--- config.mk ---
export PLATFORM = sky130hd
export DESIGN_NAME = countdown_ctrl
export DESIGN_NICKNAME = d
export VERILOG_FILES = /design/src/rtl/countdown_pkg.sv /design/src/rtl/digit_glyph_rom.sv /design/src/rtl/countdown_ctrl.sv
export SDC_FILE = /design/constraint.sdc
export NUM_CORES = 1
export LEC_CHECK = 0
export CAP_MARGIN = 5
export CORE_MARGIN = 4
export CORE_UTILIZATION = 25
export CTS_CLUSTER_DIAMETER = 50
export DETAILED_ROUTE_END_ITERATION = 7
export PLACE_DENSITY_LB_ADDON = 0.25
export SLEW_MARGIN = 20
export SYNTH_ARGS = -nofsm -noshare
export SYNTH_HDL_FRONTEND = slang
export SYNTH_SLANG_ARGS = --single-unit
export TNS_END_PERCENT = 100
--- constraint.sdc ---
create_clock -name clk -period 4.6 [get_ports clk]
set_input_delay 0.92 -clock clk [delete_from_list [all_inputs] [get_ports clk]]
set_output_delay 0.92 -clock clk [all_outputs]
set_load 0.01 [all_outputs]
--- src/rtl/countdown_pkg.sv ---
// Shared constants for the 3-2-1-GO countdown overlay: FSM encodings,
// glyph colours and glyph geometry.
package countdown_pkg;

    localparam logic [1:0] ST_IDLE   = 2'd0;
    localparam logic [1:0] ST_SHOW   = 2'd1;
    localparam logic [1:0] ST_FINISH = 2'd2;

    localparam logic [2:0] RGB_RED = 3'b100;
    localparam logic [2:0] RGB_YEL = 3'b110;
    localparam logic [2:0] RGB_BLU = 3'b001;
    localparam logic [2:0] RGB_GRN = 3'b010;

    localparam int GLYPH_W = 32;
    localparam int GLYPH_H = 16;

endpackage

--- src/rtl/digit_glyph_rom.sv ---
// 32x16 glyph ROM for "3", "2", "1" and "GO"; bit 31 is the leftmost pixel.
module digit_glyph_rom (
    input  logic [1:0]  digit,
    input  logic [3:0]  row,
    output logic [31:0] word
);

    always_comb begin
        word = '0;
        case (digit)
            2'd3: case (row)
                4'd1, 4'd2, 4'd12, 4'd13:       word = 32'h0FFF_FFF0;
                4'd6, 4'd7:                     word = 32'h03FF_FFF0;
                4'd3, 4'd4, 4'd5,
                4'd8, 4'd9, 4'd10, 4'd11:       word = 32'h0000_00F0;
                default:                        word = '0;
            endcase
            2'd2: case (row)
                4'd1, 4'd2, 4'd7, 4'd8,
                4'd13, 4'd14:                   word = 32'h0FFF_FFF0;
                4'd3, 4'd4, 4'd5, 4'd6:         word = 32'h0000_00F0;
                4'd9, 4'd10, 4'd11, 4'd12:      word = 32'h0F00_0000;
                default:                        word = '0;
            endcase
            2'd1: case (row)
                4'd2, 4'd3:                     word = 32'h0007_F800;
                4'd13, 4'd14:                   word = 32'h003F_FC00;
                4'd1, 4'd4, 4'd5, 4'd6, 4'd7,
                4'd8, 4'd9, 4'd10, 4'd11, 4'd12: word = 32'h0001_F800;
                default:                        word = '0;
            endcase
            default: case (row)
                // "G" in the left half, "O" in the right half
                4'd1, 4'd2, 4'd12, 4'd13:       word = 32'h3FFC_3FFC;
                4'd3, 4'd4, 4'd5:               word = 32'h3C00_3C3C;
                4'd6, 4'd7:                     word = 32'h3C7C_3C3C;
                4'd8, 4'd9, 4'd10, 4'd11:       word = 32'h3C3C_3C3C;
                default:                        word = '0;
            endcase
        endcase
    end

endmodule

--- src/rtl/countdown_ctrl.sv ---
// 3-2-1-GO countdown overlay: digit sequencing per refresh tick, sliding
// sprite animation and per-pixel glyph gating for the RGB priority mux.
module countdown_ctrl
    import countdown_pkg::*;
#(
    parameter int FRAMES_PER_DIGIT = 60,
    parameter int X_POS            = 300,
    parameter int Y_START          = 0,
    parameter int Y_FINAL          = 10,
    parameter int DROP_STEP        = 2
) (
    input  logic       clk,
    input  logic       reset,
    input  logic       start,
    input  logic       abort,
    input  logic       refr_tick,
    input  logic       video_on,
    input  logic [9:0] pix_x,
    input  logic [9:0] pix_y,
    output logic       busy,
    output logic       done,
    output logic [1:0] digit,
    output logic [9:0] sprite_x,
    output logic [9:0] sprite_y,
    output logic       pixel_on,
    output logic [2:0] rgb
);

    localparam logic [7:0] LAST_FRAME = 8'(FRAMES_PER_DIGIT - 1);
    localparam logic [9:0] Y_START_V  = 10'(Y_START);
    localparam logic [9:0] Y_FINAL_V  = 10'(Y_FINAL);

    logic [1:0]  state;
    logic [7:0]  frame_cnt;
    logic [10:0] y_step;
    logic [9:0]  y_next;

    // Saturating drop computed one bit wider so a large step cannot wrap.
    assign y_step = {1'b0, sprite_y} + 11'(DROP_STEP);
    assign y_next = (y_step > {1'b0, Y_FINAL_V}) ? Y_FINAL_V : y_step[9:0];

    always_ff @(posedge clk or posedge reset) begin
        if (reset) begin
            state     <= ST_IDLE;
            digit     <= 2'd0;
            frame_cnt <= 8'd0;
            sprite_y  <= Y_START_V;
        end else begin
            case (state)
                ST_IDLE: begin
                    if (start) begin
                        state     <= ST_SHOW;
                        digit     <= 2'd3;
                        frame_cnt <= 8'd0;
                        sprite_y  <= Y_START_V;
                    end
                end
                ST_SHOW: begin
                    if (abort) begin
                        state     <= ST_IDLE;
                        digit     <= 2'd0;
                        frame_cnt <= 8'd0;
                        sprite_y  <= Y_START_V;
                    end else if (refr_tick) begin
                        if (frame_cnt == LAST_FRAME) begin
                            frame_cnt <= 8'd0;
                            sprite_y  <= Y_START_V;
                            if (digit != 2'd0) digit <= digit - 2'd1;
                            else               state <= ST_FINISH;
                        end else begin
                            frame_cnt <= frame_cnt + 8'd1;
                            sprite_y  <= y_next;
                        end
                    end
                end
                default: begin
                    state     <= ST_IDLE;
                    digit     <= 2'd0;
                    frame_cnt <= 8'd0;
                    sprite_y  <= Y_START_V;
                end
            endcase
        end
    end

    assign busy     = (state == ST_SHOW) || (state == ST_FINISH);
    assign done     = (state == ST_FINISH);
    assign sprite_x = 10'(X_POS);

    logic [10:0] x_end, y_end;
    logic        in_box;
    logic [4:0]  col;
    logic [3:0]  row;
    logic [31:0] glyph_word;

    assign x_end  = {1'b0, sprite_x} + 11'(GLYPH_W - 1);
    assign y_end  = {1'b0, sprite_y} + 11'(GLYPH_H - 1);
    assign in_box = (pix_x >= sprite_x) && ({1'b0, pix_x} <= x_end) &&
                    (pix_y >= sprite_y) && ({1'b0, pix_y} <= y_end);
    assign col    = 5'(pix_x - sprite_x);
    assign row    = 4'(pix_y - sprite_y);

    digit_glyph_rom u_rom (
        .digit (digit),
        .row   (row),
        .word  (glyph_word)
    );

    assign pixel_on = busy && video_on && in_box && glyph_word[5'(GLYPH_W - 1) - col];

    always_comb begin
        case (digit)
            2'd3:    rgb = RGB_RED;
            2'd2:    rgb = RGB_YEL;
            2'd1:    rgb = RGB_BLU;
            default: rgb = RGB_GRN;
        endcase
    end

endmodule
# ---- Word-level counts from Yosys, hierarchy flattened
# Memories as Yosys holds them, arrays and structs flattened.
# Cells that the tools add are included.
dict set report word_totals {
  reg_bits 22
  rom_bits 1344
  inputBits 26
  output_inout_bits 28
  wordCells 71
  mem_count 4
}
dict set report op_classes {
  add_sub_neg 7
  magnitude_cmp 6
  n_eq_ne 11
  n_mux 27
  n_reduce_logical 12
}
# memory depth width read_ports rd_ports_with_merged_regs write_ports line_no
set memory_table {}
lappend memory_table {{(no name shown)} 16 24 1 0 0 digit_glyph_rom.sv:11} ;# 2'd3: case (row)
lappend memory_table {{(no name shown)} 16 24 1 0 0 digit_glyph_rom.sv:18} ;# 2'd2: case (row)
lappend memory_table {{(no name shown)} 16 24 1 0 0 digit_glyph_rom.sv:32} ;# default: case (row)
lappend memory_table {{(no name shown)} 16 12 1 0 0 digit_glyph_rom.sv:25} ;# 2'd1: case (row)
# op n
set ops {}
lappend ops {{one-hot mux 32 bit (3 select lines)} 1}
lappend ops {{2-to-1 mux 10 bit} 5}
lappend ops {{2-to-1 mux 8 bit} 4}
lappend ops {{2-to-1 mux 2 bit} 10}
lappend ops {{one-hot mux 10 bit (2 select lines)} 1}
lappend ops {{one-hot mux 8 bit (2 select lines)} 1}
lappend ops {{!= test 3 bit (second input constant)} 4}
lappend ops {{adder 10 x 2 -> 11 bit (second input constant)} 1}
lappend ops {{adder 10 x 4 -> 11 bit (second input constant)} 1}
lappend ops {{> comparator 11 x 4 -> 1 bit (second input constant)} 1}
lappend ops {{<= comparator 10 x 11 -> 1 bit} 1}
lappend ops {{greater-or-equal comparator 10 bit} 1}
lappend ops {{greater-or-equal comparator 10 x 9 -> 1 bit (second input constant)} 1}
lappend ops {{<= comparator 10 x 9 -> 1 bit (second input constant)} 1}
lappend ops {{one-hot mux 3 bit (3 select lines)} 1}
lappend ops {{adder 8 x 1 -> 8 bit (second input constant)} 1}
lappend ops {{equality test 8 x 6 -> 1 bit (second input constant)} 1}
lappend ops {{one-hot mux 2 bit (2 select lines)} 2}
lappend ops {{AND reduction 4 bit} 2}
lappend ops {{equality test 2 bit (second input constant)} 3}
lappend ops {{logical AND 1 bit} 6}
lappend ops {{< comparator 5 x 6 -> 1 bit (second input constant)} 1}
lappend ops {{binary-select mux 1 bit (select 5 bit)} 1}
lappend ops {{subtractor 5 x 4 -> 5 bit (second input constant)} 1}
lappend ops {{10 further kinds} 11}

# ---- Depth between registers and ports, before layout
# Gate-level depths: netlist (run 1).
dict set report logic_depth {
  depth_word 7
  depth_mapped 12
  depth_no_buf 12
}

# ---- Modules after synthesis
# A second synthesis (run 1) with hierarchy kept.
dict set report hier_totals {
  cells_unflattened 310
  hier_area_um2 2673.8
}
# mod instances cells_each area_per_inst_um2 seq_area_each_um2
set by_module_without_submodules {}
lappend by_module_without_submodules {countdown_ctrl 1 236 2188.3 525.5}
lappend by_module_without_submodules {digit_glyph_rom 1 74 485.5 0.0}

# ---- Least setup slack after synthesis (run 1)
# No wires, ideal clock.
dict set report synth_path {
  path_type {in2out}
  start {input port pix_y[1]}
  end {output port pixel_on}
  arrival_ps 3170
  required_ps 3680
  path_slack_ps 510
  stages 8
  n_path_buf 0
  cell_sequence {ha_1 or3_4 a221oi_4 and3_1 maj3_1 nand4bb_1 o311ai_1 a2111oi_2}
}
dict set report synth_between {
  elab_chain_len 6
  word_cells_on_any_way 14
  cone_classes {1 x add/sub; 2 x order compare; 3 x mux; 4 x reduce/logical; 4 x memory}
}
# item line_no
set synth_lines {}
lappend synth_lines {{start: declaration} countdown_ctrl.sv:19} ;# input logic [9:0] pix_y,
lappend synth_lines {{subtractor 4 bit} countdown_ctrl.sv:101} ;# assign row = 4'(pix_y - sprite_y);
lappend synth_lines {{memory read (16 x 24 bit) (tied with other cells)} n/a}
lappend synth_lines {{one-hot mux 32 bit (3 select lines)} digit_glyph_rom.sv:10} ;# case (digit)
lappend synth_lines {{binary-select mux 1 bit (select 5 bit)} countdown_ctrl.sv:109} ;# assign pixel_on = busy && video_on && in_box && glyph_word[5'(GLYPH_W - 1) - col];
lappend synth_lines {{2-to-1 mux 1 bit (not written as such)} countdown_ctrl.sv:109}
lappend synth_lines {{logical AND 1 bit (*)} countdown_ctrl.sv:109}
lappend synth_lines {{end: declaration} countdown_ctrl.sv:25} ;# output logic pixel_on,
# Every way passes the cells marked *; elsewhere a longest branch is shown, timed or not. The select of a mux whose other input is x is not followed.

# ---- Worst setup path in the final report (run 1)
# Ends and elaborated chain as after synthesis.

==> results.ini, run 1 <==
[placement]
place.gp.congestion = 0.884
dp_hpwl_microns = 5600
dpl.cell_count = 497
io_buffers = 42

[run]
max_cap_viol_count = 0

[critical_path]
critPathSlowestCell = fa_2
arrival_ns = 3.55
critPathMaxStageDelay_ns = 0.39
end_kind = output pin
critical_path.most_common_cell = buf_4
worst-setup-path-type = in2out
required_ns = 3.68
cp_cell_sequence = dlygate4sd2_1 -> buf_4 -> fa_2 -> xnor2_2 -> buf_4 -> a221oi_4 -> and3_4 -> maj3_1 -> nand4bb_1 -> o311ai_2 -> a2111oi_2 -> buf_2
timing.rr.start = sprite_y[1]$_DFFE_PP0P_
crit_path_start = pix_y[1]
startpoint_type = primary input
cp_max_fo = 4

[outcome]
outcome = completed

[drt]
drcViolationCount = 0
vias_per_cell = 4.89
drt_iter0_markers = 78
drt-wirelength-per-cell_microns = 14.0
dr.pass1.iters = 4
num_vias = 2466
finalWirelength_microns = 7030
ant_nets = 0

[global_route]
grt_pass1_wl_microns = 11600
grt_max_degree = 22
antenna_found_initial = 0
overflow = 0
grt.total_usage = 0.123
grt_pass1_vias = 2420

[sta]
post-route-period-util = 0.971
max_freq_ghz = 0.224
slew_headroom = 0.351
finClkSkew_ns = 0.00753
hold_viol = 0
setup_viol = 0
slew_viol_final = 0
tightest_slew_ns = 0.949
fin_crit_ns = 4.47

[synthesis]
synth_cells = 303
ys_warn_count = 0
synth_edf_count = 0
yosysUniqueCellTypes = 58
synthTopCellsByCount = ha_1 (34), nor2_1 (30), inv_1 (23), dfrtp_1 (21), nand2_1 (21)
post_synth.cell_area_avg_sq_um = 8.05
ys_top_cells_by_area = dfrtp_1 (22%), ha_1 (17%), nor2_1 (4.6%)
synth_area_sq_um = 2440
ys_seq_area_frac = 0.215
yosysMostFrequentCell = ha_1
synthFlopType = dfrtp_1
async_reset_ff_frac = 1.00
synth_seq_cells = 21
post-synth-top-area-cell = dfrtp_1
synth_top_area_frac = 0.215

[power_and_ir_drop]
comb_power_share = 0.736
switching_share = 0.462
clkPwrFrac = 0.088
p_total_mw = 1.38
vdd_drop_max_mv = 0.123
p_seq_frac = 0.176
p_leak_nw = 1.40
p_per_area_nw_per_um2 = 410
p_int_mw = 0.743
switching_power_mw = 0.637

[floorplanning]
design.die.area_sq_um = 11400
rows = 35
dieWidth_microns = 107
start_util = 0.260
die_h_microns = 107
io_pins = 54
core_area_sq_um = 9370

[finish]
drive_gt1_frac = 0.168
antennaDiodeCount = 0
fin_cells = 504
area_delta_synth_final_pct = 37.7
final_nets = 437

[clock_network]
clkTransAtPathRegs_ns = 0.07
cts_max_path_buffers = 2
cts_buffers = 3
cts_tree = yes
clk_latency_ns = 0.26
cts-root-buf = clkbuf_8
cts_sinks = 21
htreeDepth = 1

[min_path]
hold_path.class = reg2reg
hold_start = frame_cnt[1]$_DFFE_PP0P_

==> flip-flops by register name, indices dropped and copies added (netlist names) <==
register   count
digit          2
frame_cnt      8
sprite_y       9
state          2
==> repair_timing <==
item / CTS / global route
setup buffers: 2 / 0
resized for setup: 16 / 13
pin swaps: 9 / 13
cloned: 1 / 0
endpoints found under the setup margin: 1 / 1
hold buffers: 0 / 0
hold endpoints to repair: 0 / 0
==> layout by cell type, fill, tap and decap left out, types with 4 or more instances in the layout <==
cell	Yosys	routed
xnor2_1	10	9
o21ai_0	20	18
and3_1	6	5
ha_1	34	32
dfrtp_1	21	21
inv_1	23	23
nand2b_1	4	4
nand4_1	9	9
conb_1	2	12
nand2_1	21	21
buf_4	11	34
nor2_1	30	30
clkdlybuf4s50_1	0	39
nand3_1	14	14
a21oi_1	19	18
==> cell type report <==
class | instances | area [sq um]
fill | 1011 | 6010
multi-input combinational | 249 | 1870
timing repair buffer | 76 | 668
sequential | 21 | 526
tap | 129 | 161
inverter | 25 | 93.8
clock buffer | 3 | 41.3
clock inverter | 1 | 5.00
==> per-layer routing <==
layer	wire (microns)	track usage	up-vias
li1	-	-	1230
met1	3340	0.166	1185
met2	3380	0.211	46
met3	276	0.0132	5
met4	44	0.0237	0
met5	0	0	-
==> critical path: cells and delay by family <==
kind	cells	cell delay [ns]
buffers and inverters	4	0.76
XOR/XNOR	1	0.16
AND/OR/NAND/NOR	2	0.39
adder cells (fa/ha/maj)	2	0.55
AO/OA/AOI/OAI	3	0.76
==> cell families after synthesis <==
kind of cell | Yosys count | synth area share
mux | 2 | 0.00821
simple gates | 102 | 0.208
xor+xnor | 13 | 0.0467
other cells | 2 | 0.00308
compound gates | 83 | 0.244
fa+ha+maj | 36 | 0.187
flops | 21 | 0.215
buf+inv | 44 | 0.0877
==> power by group through the flow <==
stage / Combinational (mW) / Clock, mW / Sequential (mW)
after floorplan: 0.561 / 0 / 0.248
after global placement: 0.921 / 0 / 0.245
after detailed placement: 0.923 / 0 / 0.247
after CTS: 0.967 / 0.126 / 0.243
after global routing: 1.12 / 0.134 / 0.248
final: 1.02 / 0.121 / 0.242
==> through the flow <==
step / hold WS (ns) / cell area [sq um] / worst slack [ns] / utilization / TNS [ns]
after floorplan: 0.468 / 2480 / 0.510 / - / 0
after global placement: 0.499 / 3180 / -0.588 / 0.339 / -0.588
after detailed placement: 0.505 / 3180 / -0.671 / 0.339 / -0.671
after CTS: 0.522 / 3290 / 0.0822 / 0.351 / 0
after global routing: 0.545 / 3360 / -0.00334 / 0.359 / -0.00334
final: 0.519 / 3360 / 0.135 / 0.359 / 0
==> final timing paths <==
kind                                             to  slack, ns  depth (start not counted)
max in group asynchronous  frame_cnt[0]$_DFFE_PP0P_       2.98                          2
hold reg to reg            frame_cnt[1]$_DFFE_PP0P_       0.52                          2
setup reg to reg            sprite_y[3]$_DFFE_PP0P_       2.11                          6
setup / recovery                           pixel_on       0.13                         12
min in group asynchronous  frame_cnt[2]$_DFFE_PP0P_       1.12                          2
hold / removal             frame_cnt[1]$_DFFE_PP0P_       0.52                          2
No activity file was read; power rests on OpenSTA's default activity.
==> run 2, diff against run 1 <==
--- a/config.mk
+++ b/config.mk
@@ -10,6 +10,7 @@
 export CORE_UTILIZATION = 25
 export CTS_CLUSTER_DIAMETER = 50
 export DETAILED_ROUTE_END_ITERATION = 7
+export MAX_ROUTING_LAYER = met4
 export PLACE_DENSITY_LB_ADDON = 0.25
 export SLEW_MARGIN = 20
 export SYNTH_ARGS = -nofsm -noshare
==> results.ini, run 2 (synthesis results as in run 1) <==
[power_and_ir_drop]
comb_power_share = 0.732  ; -0.004
p_seq_frac = 0.177  ; about the same
vdd_drop_max_mv = 0.126  ; +2.1%
p_leak_nw = 1.43  ; +1.5%
p_per_area_nw_per_um2 = 409  ; -0.37%
switching_power_mw = 0.625  ; -1.9%
switching_share = 0.455  ; -0.00642
clkPwrFrac = 0.091  ; +0.003
p_int_mw = 0.748  ; +0.71%

[clock_network]
cts_hold_buffers = 0  ; unchanged
cts_tree = yes
cts_max_path_buffers = 2  ; unchanged
clk_latency_ns = 0.27  ; about the same
cts-root-buf = clkbuf_8
htreeDepth = 1  ; unchanged
cts_sinks = 21  ; unchanged
clkTransAtPathRegs_ns = 0.07  ; about the same
cts_buffers = 3  ; unchanged

[critical_path]
r2r_cells = 6  ; unchanged
critPathMaxStageDelay_ns = 0.39  ; about the same
r2r_end = sprite_y[3]$_DFFE_PP0P_
critical_path.most_common_cell = buf_4
rrSetupSlack_ns = 2.10  ; about the same
cp_cell_sequence = dlygate4sd2_1 -> buf_4 -> fa_2 -> xnor2_2 -> buf_4 -> a221oi_4 -> o2bb2ai_4 -> buf_4 -> mux2i_1 -> o22ai_1 -> o41ai_2 -> a2111oi_2 -> buf_2
arrival_ns = 3.54  ; about the same
critPathSlowestCell = fa_2
required_ns = 3.68  ; about the same
startpoint_type = primary input
timing.rr.start = sprite_y[1]$_DFFE_PP0P_
cp_max_fo = 4  ; unchanged
end_kind = output pin
worst-setup-path-type = in2out

[global_route]
grt.total_usage = 0.124  ; +0.00176
grt_pass1_wl_microns = 11400  ; -1.8%
grt_max_degree = 22  ; unchanged
overflow = 0  ; unchanged
antenna_found_initial = 0  ; unchanged
grt_pass1_vias = 2390  ; -1.2%

[finish]
antennaDiodeCount = 0  ; unchanged
final_nets = 438  ; +0.23%
final_common_cell = clkdlybuf4s50_1
layout_common_cells = clkdlybuf4s50_1 (38), buf_4 (35), ha_1 (31)
top_regs = sprite_y: 9 flops, frame_cnt: 8 flops
num-fill-cells = 979  ; -3.2%
largest_reg_flops = 9  ; unchanged
drive_gt1_frac = 0.160  ; -0.00843
finish.utilization = 0.358  ; -0.000400
area.sequential_sq_um = 526  ; unchanged
regMostFlops = sprite_y
area_delta_synth_final_pct = 37.6
fin_area_sq_um = 3360  ; -0.11%
multi_input_area_sq_um = 1840  ; -1.1%

[min_path]
hold_path.class = reg2reg
hold_depth = 2  ; unchanged
min_to = frame_cnt[1]$_DFFE_PP0P_
hold_start = frame_cnt[1]$_DFFE_PP0P_

[drt]
vias_per_cell = 4.83  ; -1.2%
drcViolationCount = 0  ; unchanged
ant_nets = 0  ; unchanged
drt_iter0_markers = 75  ; -3.8%
dr.pass1.iters = 4  ; unchanged
finalWirelength_microns = 7030  ; about the same
drt-wirelength-per-cell_microns = 13.9  ; -0.23%
num_vias = 2441  ; -1.0%

[sta]
tightest_slew_ns = 0.961  ; +0.0119 ns
slew_headroom = 0.343  ; -0.00816
post-route-period-util = 0.970  ; -0.00109
fin_ws_ns = 0.140  ; +0.00503 ns
fin_crit_ns = 4.46  ; -0.00503 ns
max_freq_ghz = 0.224  ; +0.11%
hold_viol = 0  ; unchanged
finClkSkew_ns = 0.00601  ; -0.00151 ns
finalSetupTns_ns = 0  ; unchanged
slew_viol_final = 0  ; unchanged
setup_viol = 0  ; unchanged

[placement]
io_buffers = 42  ; unchanged
place.gp.congestion = 0.890  ; +0.66%
dp_slack_ns = -0.669  ; +0.00240 ns
dp_hpwl_microns = 5650  ; +0.92%
postPlaceCellArea_sq_um = 3180  ; unchanged

[run]
max_cap_viol_count = 0  ; unchanged

[floorplanning]
io_pins = 54  ; unchanged
die_h_microns = 107  ; unchanged
core_area_sq_um = 9370  ; unchanged
design.die.area_sq_um = 11400  ; unchanged
dieWidth_microns = 107  ; unchanged
start_util = 0.260  ; unchanged
rows = 35  ; unchanged

[outcome]
outcome = completed

## run 2: changes by cell type in the layout (fill, tap and decap cells not counted), sizes merged
cell           before  now
buf                35   37
a22oi               4    3
dlymetal6s2s        0    2
clkbuf              3    4
clkdlybuf4s50      39   38
dlygate4sd2         2    1
clkinv              3    2
## run 2: through the flow
stage	cells	hold WS [ns]	power, mW
6_report	505	0.524	1.37
4_1_cts	504	0.523	1.33
3_5_place_dp	497	0.505	1.17
3_3_place_gp	497	0.499	1.17
2_1_floorplan	313	0.468	0.809
5_1_grt	505	0.541	1.49
## run 2: routing by layer
metal  up-vias  part of all wire  global-route usage
met5         -                 0                   -
met4         0            0.0074              0.0247
met3         5             0.027             0.00963
met2        45              0.49               0.213
met1      1164              0.48               0.162
li1       1227                 -                   -
## run 2: area by class of cell
cell class | instances | area share
multi-input cells | 248 | 0.549
repair buffers | 78 | 0.205
flip-flops and latches | 21 | 0.157
well taps | 129 | 0.0481
inverters | 25 | 0.0280
clock buffers | 4 | 0.0134
## run 2: what timing repair did
action	CTS	global route
cloned	0	0
setup buffers	3	1
gates resized for setup	12	12
endpoints found under the setup margin	1	1
pin swaps	7	9
## run 2: power groups by stage
stage	registers, mW	clock network [mW]	logic, mW
2_1_floorplan	0.248	0	0.561
3_3_place_gp	0.245	0	0.922
3_5_place_dp	0.246	0	0.925
4_1_cts	0.243	0.128	0.959
5_1_grt	0.247	0.136	1.11
6_report	0.243	0.125	1.00
## run 2: worst max-delay path by stage
stage          endpoint     start
6_report       pixel_on  pix_y[1]
3_5_place_dp   pixel_on  pix_y[1]
2_1_floorplan  pixel_on  pix_y[1]
5_1_grt        pixel_on  pix_y[1]
4_1_cts        pixel_on  pix_y[2]
3_3_place_gp   pixel_on  pix_y[1]
## run 2: critical path: cells and delay by family
kind,cells,cell delay (ns)
multiplexers,1,0.05
AO/OA/AOI/OAI,5,1.11
adder cells (fa/ha/maj),1,0.39
XOR/XNOR,1,0.17
buffers and inverters,5,0.89
==> run 3, diff against run 2 <==
--- a/config.mk
+++ b/config.mk
@@ -8,9 +8,9 @@
 export CAP_MARGIN = 5
 export CORE_MARGIN = 4
 export CORE_UTILIZATION = 25
+export CTS_BUF_LIST = sky130_fd_sc_hd__clkbuf_16
 export CTS_CLUSTER_DIAMETER = 50
 export DETAILED_ROUTE_END_ITERATION = 7
-export MAX_ROUTING_LAYER = met4
 export PLACE_DENSITY_LB_ADDON = 0.25
 export SLEW_MARGIN = 20
 export SYNTH_ARGS = -nofsm -noshare
==> results.ini, run 3 (synthesis results as in run 1) <==
[outcome]
outcome = completed

[sta]
post-route-period-util = 0.970  ; about the same
slew_headroom = 0.338  ; -0.00494
finalSetupTns_ns = 0  ; unchanged
setup_viol = 0  ; unchanged
max_freq_ghz = 0.224  ; about the same
slew_viol_final = 0  ; unchanged
finClkSkew_ns = 0.00420  ; -0.00181 ns
tightest_slew_ns = 0.968  ; +0.00723 ns
fin_crit_ns = 4.46  ; +0.00297 ns
hold_viol = 0  ; unchanged

[floorplanning]
rows = 35  ; unchanged
io_pins = 54  ; unchanged
dieWidth_microns = 107  ; unchanged
core_area_sq_um = 9370  ; unchanged
die_h_microns = 107  ; unchanged
design.die.area_sq_um = 11400  ; unchanged
start_util = 0.260  ; unchanged

[critical_path]
critical_path.most_common_cell = buf_4
critPathSlowestCell = fa_2
worst-setup-path-type = in2out
startpoint_type = primary input
cp_cell_sequence = dlygate4sd2_1 -> buf_4 -> fa_2 -> xnor2_2 -> buf_4 -> a221oi_4 -> and3_4 -> maj3_1 -> nand4bb_1 -> o311ai_2 -> a2111oi_2 -> buf_2
end_kind = output pin
required_ns = 3.68  ; about the same
cp_max_fo = 4  ; unchanged
critPathMaxStageDelay_ns = 0.39  ; about the same
arrival_ns = 3.54  ; about the same

[drt]
drcViolationCount = 0  ; unchanged
ant_nets = 0  ; unchanged
met1Wirelength_microns = 3330  ; -1.1%
finalWirelength_microns = 7060  ; +0.40%
drt-wirelength-per-cell_microns = 14.0  ; +0.60%
drt_iter0_markers = 76  ; +1.3%
highest_layer = met4
num_vias = 2479  ; +1.6%
wl_met2_microns = 3390  ; -0.99%
wl_met3_microns = 301  ; +60%
vias_per_cell = 4.92  ; +1.8%
dr.pass1.iters = 4  ; unchanged

[clock_network]
cts_buffers = 3  ; unchanged
clkTransAtPathRegs_ns = 0.06  ; about the same
cts-root-buf = clkbuf_16
clk_latency_ns = 0.25  ; -0.02 ns
htreeDepth = 1  ; unchanged
cts_max_path_buffers = 2  ; unchanged
cts_sinks = 21  ; unchanged
cts_tree = yes

[global_route]
grt_pass1_vias = 2425  ; +1.5%
overflow = 0  ; unchanged
grt.total_usage = 0.123  ; -0.000995
grt_max_degree = 22  ; unchanged
grt_pass1_wl_microns = 11700  ; +2.0%
antenna_found_initial = 0  ; unchanged

[power_and_ir_drop]
p_leak_nw = 1.42  ; -0.43%
p_per_area_nw_per_um2 = 425  ; +3.9%
vdd_drop_max_mv = 0.136  ; +7.9%

[placement]
place.gp.congestion = 0.884  ; -0.65%
postPlaceCellArea_sq_um = 3180  ; unchanged
io_buffers = 42  ; unchanged
dp_hpwl_microns = 5600  ; -0.91%
dpl.cell_count = 497  ; unchanged

[finish]
area_delta_synth_final_pct = 39.1
largest_reg_flops = 9  ; unchanged
fin_cells = 504  ; -0.20%
top_regs = sprite_y: 9 flops, frame_cnt: 8 flops
final_nets = 437  ; -0.23%
final_common_cell = clkdlybuf4s50_1
num-fill-cells = 1011  ; +3.3%
drive_gt1_frac = 0.168  ; +0.00843
antennaDiodeCount = 0  ; unchanged
layout_common_cells = clkdlybuf4s50_1 (39), buf_4 (34), ha_1 (32)
regMostFlops = sprite_y
fin_area_sq_um = 3390  ; +1.1%

[min_path]
hold_path.class = reg2reg

[run]
max_cap_viol_count = 0  ; unchanged

==> run 3: through the flow <==
step	hold WS (ns)	total power, mW	worst slack [ns]	utilization
3_3_place_gp	0.499	1.17	-0.588	0.339
6_report	0.513	1.44	0.137	0.362
2_1_floorplan	0.468	0.809	0.510	-
4_1_cts	0.517	1.40	0.0822	0.354
3_5_place_dp	0.505	1.17	-0.671	0.339
5_1_grt	0.541	1.57	-0.00334	0.362
==> run 3: cell type report <==
class	instances	area, sq um	area share
multi-input combinational	249	1870	0.550
timing repair buffer	76	668	0.197
sequential	21	526	0.155
tap	129	161	0.0475
inverter	25	93.8	0.0276
clock buffer	3	75.1	0.0221
clock inverter	1	5.00	0.00147
==> run 3: path summary, 6_finish.rpt <==
path / start / end / slack, ns / depth (start not counted)
max: pix_y[1] / pixel_on / 0.14 / 12
min: frame_cnt[1]$_DFFE_PP0P_ / frame_cnt[1]$_DFFE_PP0P_ / 0.51 / 2
max reg2reg: sprite_y[1]$_DFFE_PP0P_ / sprite_y[3]$_DFFE_PP0P_ / 2.10 / 6
min reg2reg: frame_cnt[1]$_DFFE_PP0P_ / frame_cnt[1]$_DFFE_PP0P_ / 0.51 / 2
max in group asynchronous: reset / frame_cnt[0]$_DFFE_PP0P_ / 2.96 / 2
min in group asynchronous: reset / frame_cnt[2]$_DFFE_PP0P_ / 1.13 / 2
==> run 3: critical path, delay by kind of cell <==
kind / cells / cell delay (ns)
simple gates: 2 / 0.39
fa+ha+maj: 2 / 0.55
xor+xnor: 1 / 0.16
compound gates: 3 / 0.76
buf+inv: 4 / 0.76
==> run 3: what timing repair did <==
action                                  4_1_cts  5_1_grt
pin swaps                                     9       13
hold buffers                                  0        0
gates resized for setup                      16       13
buffers inserted                              2        0
endpoints found under the setup margin        1        1
gates cloned                                  1        0
==> run 3: power breakdown <==
part | internal (mW) | leakage (nW) | switching [mW]
registers | 0.214 | 0.283 | 0.0295
clock network | 0.117 | 0.0409 | 0.0674
logic | 0.469 | 1.10 | 0.547
==> run 3: per-layer routing <==
| layer | vias up | track usage |
|---|---|---|
| li1 | 1233 | - |
| met1 | 1192 | 0.167 |
| met2 | 50 | 0.211 |
| met3 | 4 | 0.0151 |
| met4 | 0 | 0.0265 |
| met5 | - | 0 |
